## src/rtl/fault_sweep_ctrl.sv

```systemverilog
// fault_sweep_ctrl: exhaustive stuck-at sweep comparing golden and faulty circuit responses per pattern.
module fault_sweep_ctrl #(
  parameter int N_IN   = 3,
  parameter int N_OUT  = 2,
  parameter int SETTLE = 1
) (
  input  logic              clk,
  input  logic              rst,
  input  logic              start,
  input  logic              stop_on_first,
  output logic [N_IN-1:0]   pattern,
  input  logic [N_OUT-1:0]  good_resp,
  input  logic [N_OUT-1:0]  dut_resp,
  output logic              busy,
  output logic              done,
  output logic              detected,
  output logic [N_IN-1:0]   first_vec,
  output logic [N_OUT-1:0]  first_diff,
  output logic [N_IN:0]     mismatch_cnt
);
  typedef enum logic [1:0] {IDLE, APPLY, CMP, DONE} state_t;
  localparam logic [3:0]    L_LAST = SETTLE == 0 ? 4'd0 : 4'(SETTLE - 1);
  localparam logic [N_IN-1:0] P_ONE = 1;
  localparam logic [N_IN:0] C_ONE = 1;
  state_t            r_state, w_next;
  logic [3:0]        r_cnt;
  logic              r_sof, r_busy, r_done, r_det;
  logic [N_IN-1:0]   r_pat, r_first_vec;
  logic [N_OUT-1:0]  r_first_diff;
  logic [N_IN:0]     r_mcnt;
  logic [N_OUT-1:0]  w_diff;
  logic              w_mis, w_end;
  assign w_diff = good_resp ^ dut_resp;
  assign w_mis  = |w_diff;
  // the sweep stops at all ones so pattern never wraps
  assign w_end  = (&r_pat) || (r_sof && w_mis);
  always_comb begin
    w_next = r_state;
    case (r_state)
      IDLE:    w_next = start ? (SETTLE == 0 ? CMP : APPLY) : IDLE;
      APPLY:   w_next = r_cnt == L_LAST ? CMP : APPLY;
      CMP:     w_next = w_end ? DONE : (SETTLE == 0 ? CMP : APPLY);
      default: w_next = IDLE;
    endcase
  end
  always_ff @(posedge clk) begin
    if (rst) begin
      r_state <= IDLE;
      r_cnt <= '0;
      r_sof <= 1'b0;
      r_busy <= 1'b0;
      r_done <= 1'b0;
      r_det <= 1'b0;
      r_pat <= '0;
      r_first_vec <= '0;
      r_first_diff <= '0;
      r_mcnt <= '0;
    end else begin
      r_state <= w_next;
      r_done <= r_state == CMP && w_end;
      case (r_state)
        IDLE: if (start) begin
          r_pat <= '0;
          r_busy <= 1'b1;
          r_det <= 1'b0;
          r_first_vec <= '0;
          r_first_diff <= '0;
          r_mcnt <= '0;
          r_sof <= stop_on_first;
          r_cnt <= '0;
        end
        APPLY: r_cnt <= r_cnt == L_LAST ? 4'd0 : r_cnt + 4'd1;
        CMP: begin
          if (w_mis) r_mcnt <= r_mcnt + C_ONE;
          if (w_mis && !r_det) begin
            r_det <= 1'b1;
            r_first_vec <= r_pat;
            r_first_diff <= w_diff;
          end
          if (w_end) r_busy <= 1'b0;
          else r_pat <= r_pat + P_ONE;
        end
        default: ;
      endcase
    end
  end
  assign pattern      = r_pat;
  assign busy         = r_busy;
  assign done         = r_done;
  assign detected     = r_det;
  assign first_vec    = r_first_vec;
  assign first_diff   = r_first_diff;
  assign mismatch_cnt = r_mcnt;
endmodule

```

## config.mk

```make
export PLATFORM = sky130hd
export DESIGN_NAME = fault_sweep_ctrl
export DESIGN_NICKNAME = d
export VERILOG_FILES = /design/src/rtl/fault_sweep_ctrl.sv
export SDC_FILE = /design/constraint.sdc
export NUM_CORES = 1
export LEC_CHECK = 0
export CAP_MARGIN = 0
export CORE_MARGIN = 3
export CORE_UTILIZATION = 45
export CTS_CLUSTER_SIZE = 14
export DETAILED_ROUTE_END_ITERATION = 12
export PLACE_DENSITY_LB_ADDON = 0.08
export SLEW_MARGIN = 15
export SYNTH_ARGS = -nofsm -noshare
export SYNTH_HDL_FRONTEND = slang
export SYNTH_SLANG_ARGS = --single-unit
```

## constraint.sdc

```tcl
create_clock -name clk -period 3.25 [get_ports clk]
set_input_delay 0.65 -clock clk [delete_from_list [all_inputs] [get_ports clk]]
set_output_delay 0.65 -clock clk [all_outputs]
set_load 0.01 [all_outputs]
```

==> impl_metrics.sql <==
INSERT INTO impl_metrics (metric_group, metric, value, unit) VALUES
('status', 'outcome', 'completed', ''),
('logic_synthesis', 'synth.cell_area', '1130', 'um2'),
('logic_synthesis', 'postSynthRegisterBits', '22', ''),
('place', 'hpwl', '1770', 'um'),
('logic_synthesis', 'netlist-cell-type-count', '41', ''),
('routing', 'detail_route.first_pass.iterations', '6', ''),
('clocking', 'postCtsSetupBuffers', '0', ''),
('routing', 'wl_per_cell', '13.9', 'um'),
('routing', 'detail_route.drc_violations', '0', ''),
('routing', 'vias_per_cell', '5.68', ''),
('timing', 'worst_slew_pin_slew', '0.811', 'ns'),
('floorplan', 'initial_utilization', '0.493', ''),
('grt', 'grt_first_pass_wirelength', '4260', 'um'),
('logic_synthesis', 'syn-instance-count', '125', ''),
('power', 'total_leakage_power', '0.494', 'nW'),
('final_layout', 'antenna_cells_inserted', '0', ''),
('floorplan', 'top_level_i_o_count', '23', ''),
('place', 'finalWeightedCongestion', '0.783', ''),
('final_layout', 'n_fill_cell', '216', ''),
('floorplan', 'floorplan.die.height', '56.2', 'um'),
('setup_path', 'arrival', '1.31', 'ns'),
('routing', 'detailroute.via_count', '989', ''),
('timing', 'min_period', '1.96', 'ns'),
('power', 'worst_ir_drop_vdd', '0.436', 'mV'),
('clocking', 'cts.repair.resized', '0', ''),
('timing', 'rsz_0062_raised_after_global_routing', 'false', ''),
('final_layout', 'layout-area-overhead-vs-synth', '23.5', '%'),
('final_layout', 'num-nets-final', '160', ''),
('place', 'buffer_ports.inserted', '22', ''),
('power', 'p_per_area', '388', 'nW/um2'),
('grt', 'pin_count_of_the_biggest_net_entering_global_routing', '24', ''),
('timing', 'hold_viol_final', '0', ''),
('setup_path', 'critical_path_class', 'reg -> out', ''),
('grt', 'first_global_vias', '997', ''),
('grt', 'antenna_found_initial', '0', ''),
('setup_path', 'path_delay_family', 'buffers and inverters', ''),
('min_path', 'worst_hold_path_type', 'reg -> reg', ''),
('setup_path', 'cpPeakStageDelay', '0.57', 'ns'),
('clocking', 'cts.path.max_buffers', '2', ''),
('routing', 'routed_wirelength', '2420', 'um'),
('clocking', 'cts_buffers', '3', ''),
('timing', 'finalSetupTns', '0', 'ns'),
('setup_path', 'path_cells', 'clkdlybuf4s50_1', ''),
('routing', 'ant_nets', '0', ''),
('logic_synthesis', 'post_synth.cell_area_avg', '9.06', 'um2'),
('logic_synthesis', 'seq_area_frac_synth', '0.389', ''),
('grt', 'grt_use_total', '0.164', ''),
('logic_synthesis', 'ys_warn_count', '0', ''),
('setup_path', 'timing.critical_path.to_type', 'primary output', ''),
('grt', 'global_route.overflow_total', '0', ''),
('clocking', 'worstSkewPairLatency', '0.31', 'ns'),
('clocking', 'clk_pin_slew', '0.13', 'ns'),
('setup_path', 'worst_ep_required_time', '2.60', 'ns'),
('clocking', 'cts_num_sinks', '22', ''),
('final_layout', 'fraction_of_layout_cells_with_a_size_suffix_above_1', '0.0753', ''),
('setup_path', 'cp_slowest_cell', 'sky130_fd_sc_hd__clkdlybuf4s50_1', ''),
('floorplan', 'coreArea', '2300', 'um2'),
('timing', 'finalClockSkew', '0.00542', 'ns'),
('floorplan', 'die_area', '3150', 'um2'),
('timing', 'slew-limit-headroom', '0.458', ''),
('place', 'dp_slack', '0.989', 'ns'),
('power', 'p_total', '542', 'uW'),
('clocking', 'ctsRootBufferMaster', 'sky130_fd_sc_hd__clkbuf_4', ''),
('setup_path', 'critPathLaunchType', 'flop', ''),
('timing', 'final-setup-viol-count', '0', ''),
('timing', 'slew_violations', '0', ''),
('job', 'drv_cap', '0', ''),
('floorplan', 'rows', '17', ''),
('logic_synthesis', 'syn_nets', '138', ''),
('timing', 'max_freq', '510', 'MHz'),
('clocking', 'cts.htree.levels', '1', ''),
('floorplan', 'die_w', '56.2', 'um'),
('setup_path', 'critical_path_buf_inv_count', '1', ''),
('timing', 'min_period_over_period', '0.603', ''),
('clocking', 'tritoncts', 'yes', ''),
('clocking', 'postCtsHoldBufs', '0', ''),
('routing', 'initialDrtViolationCount', '24', ''),
('setup_path', 'critPathMaxFanout', '5', ''),
('timing', 'post_route_setup_slack', '1.29', 'ns');
==> cells in the final DEF, fill, tap and decap left out, drive strengths merged, types with 2 or more instances in the layout <==
cell / instances
dfxtp: 22
clkdlybuf4s50: 22
a21oi: 13
inv: 10
nand3: 8
nor2: 7
nor2b: 6
nand2: 6
ha: 5
clkbuf: 4
a211oi: 3
nor3: 3
nand2b: 3
a32o: 3
o21ai: 3
nand4b: 3
xnor2: 3
xor2: 2
mux2i: 2
o21bai: 2
nor3b: 2
==> registers in the layout, summed over array words and instances, names as in the netlist <==
register      count
busy              1
detected          1
done              1
first_diff        2
first_vec         3
mismatch_cnt      4
pattern           3
r_cnt             4
r_sof             1
r_state           2
==> report_power, final <==
group	leakage [nW]	switching (mW)	total (mW)	internal (mW)
sequential	0.178	0.0150	0.293	0.278
combinational	0.294	0.0495	0.0936	0.0442
clock	0.0210	0.0870	0.155	0.0684
==> tightest hold or removal path: stages (launching register included) <==
cell                      delay [ns]
sky130_fd_sc_hd__dfxtp_1        0.34
sky130_fd_sc_hd__nand3_1        0.06
sky130_fd_sc_hd__a21oi_1        0.06
==> per-layer routing <==
layer,track usage,vias up,share of wire
met5,0,-,0
met4,0.0271,0,0.0074
met3,0.0487,2,0.059
met2,0.280,32,0.47
met1,0.206,459,0.46
li1,-,496,-
==> area by class of cell <==
class / count / area (um2) / area share
Multi-Input combinational cell: 88 / 629 / 0.450
Sequential cell: 22 / 440 / 0.315
Timing Repair Buffer: 22 / 220 / 0.157
Inverter: 10 / 37.5 / 0.0268
Clock buffer: 4 / 36.3 / 0.0259
Tap cell: 28 / 35.0 / 0.0250
==> final timing paths <==
check | startpoint | endpoint | slack [ns] | cells after the start
hold reg to reg | first_diff[0] | first_diff[0] | 0.49 | 2
setup reg to reg | r_state[1] | first_vec[1] | 1.51 | 4
setup / recovery | mismatch_cnt[0] | mismatch_cnt[0] | 1.29 | 1
hold / removal | first_diff[0] | first_diff[0] | 0.49 | 2
==> stage by stage <==
step	area (um2)	hold WS, ns	utilization	std cells
floorplan	1130	0.456	-	125
CTS	1400	0.495	0.609	174
global route	1400	0.515	0.609	174
detailed placement	1360	0.466	0.593	170
global placement	1360	0.463	0.593	170
finish	1400	0.488	0.609	174
==> cell families after synthesis <==
kind of cell | Yosys count | share of synthesized area
xor+xnor | 5 | 0.0519
compound gates | 34 | 0.220
simple gates | 42 | 0.211
flops | 22 | 0.389
fa+ha+maj | 5 | 0.0552
mux | 2 | 0.0177
buf+inv | 15 | 0.0553
==> synth_stat cells, drive strengths merged <==
library cell,number,area share
dfxtp,22,0.39
a21oi,13,0.061
inv,10,0.033
nand3,8,0.035
nor2,7,0.023
nand2,6,0.022
nor2b,6,0.033
ha,5,0.055
a211oi,3,0.020
a32o,3,0.027
buf,3,0.015
nand2b,3,0.017
nand4b,3,0.023
nor3,3,0.013
o21ai,3,0.013
xnor2,3,0.036
clkbuf,2,0.0066
mux2i,2,0.018
nor3b,2,0.018
o21bai,2,0.017
xor2,2,0.015
a2111oi,1,0.0088
a21bo,1,0.0088
a21boi,1,0.0066
a21o,1,0.0066
a22oi,1,0.0066
a31oi,1,0.011
a41oi,1,0.0077
nand3b,1,0.0066
nand4,1,0.0055
o221a,1,0.0099
o311a,1,0.0088
o32ai,1,0.0077
or3,1,0.0055
or4b,1,0.0088
No activity file was read; power rests on OpenSTA's default activity.
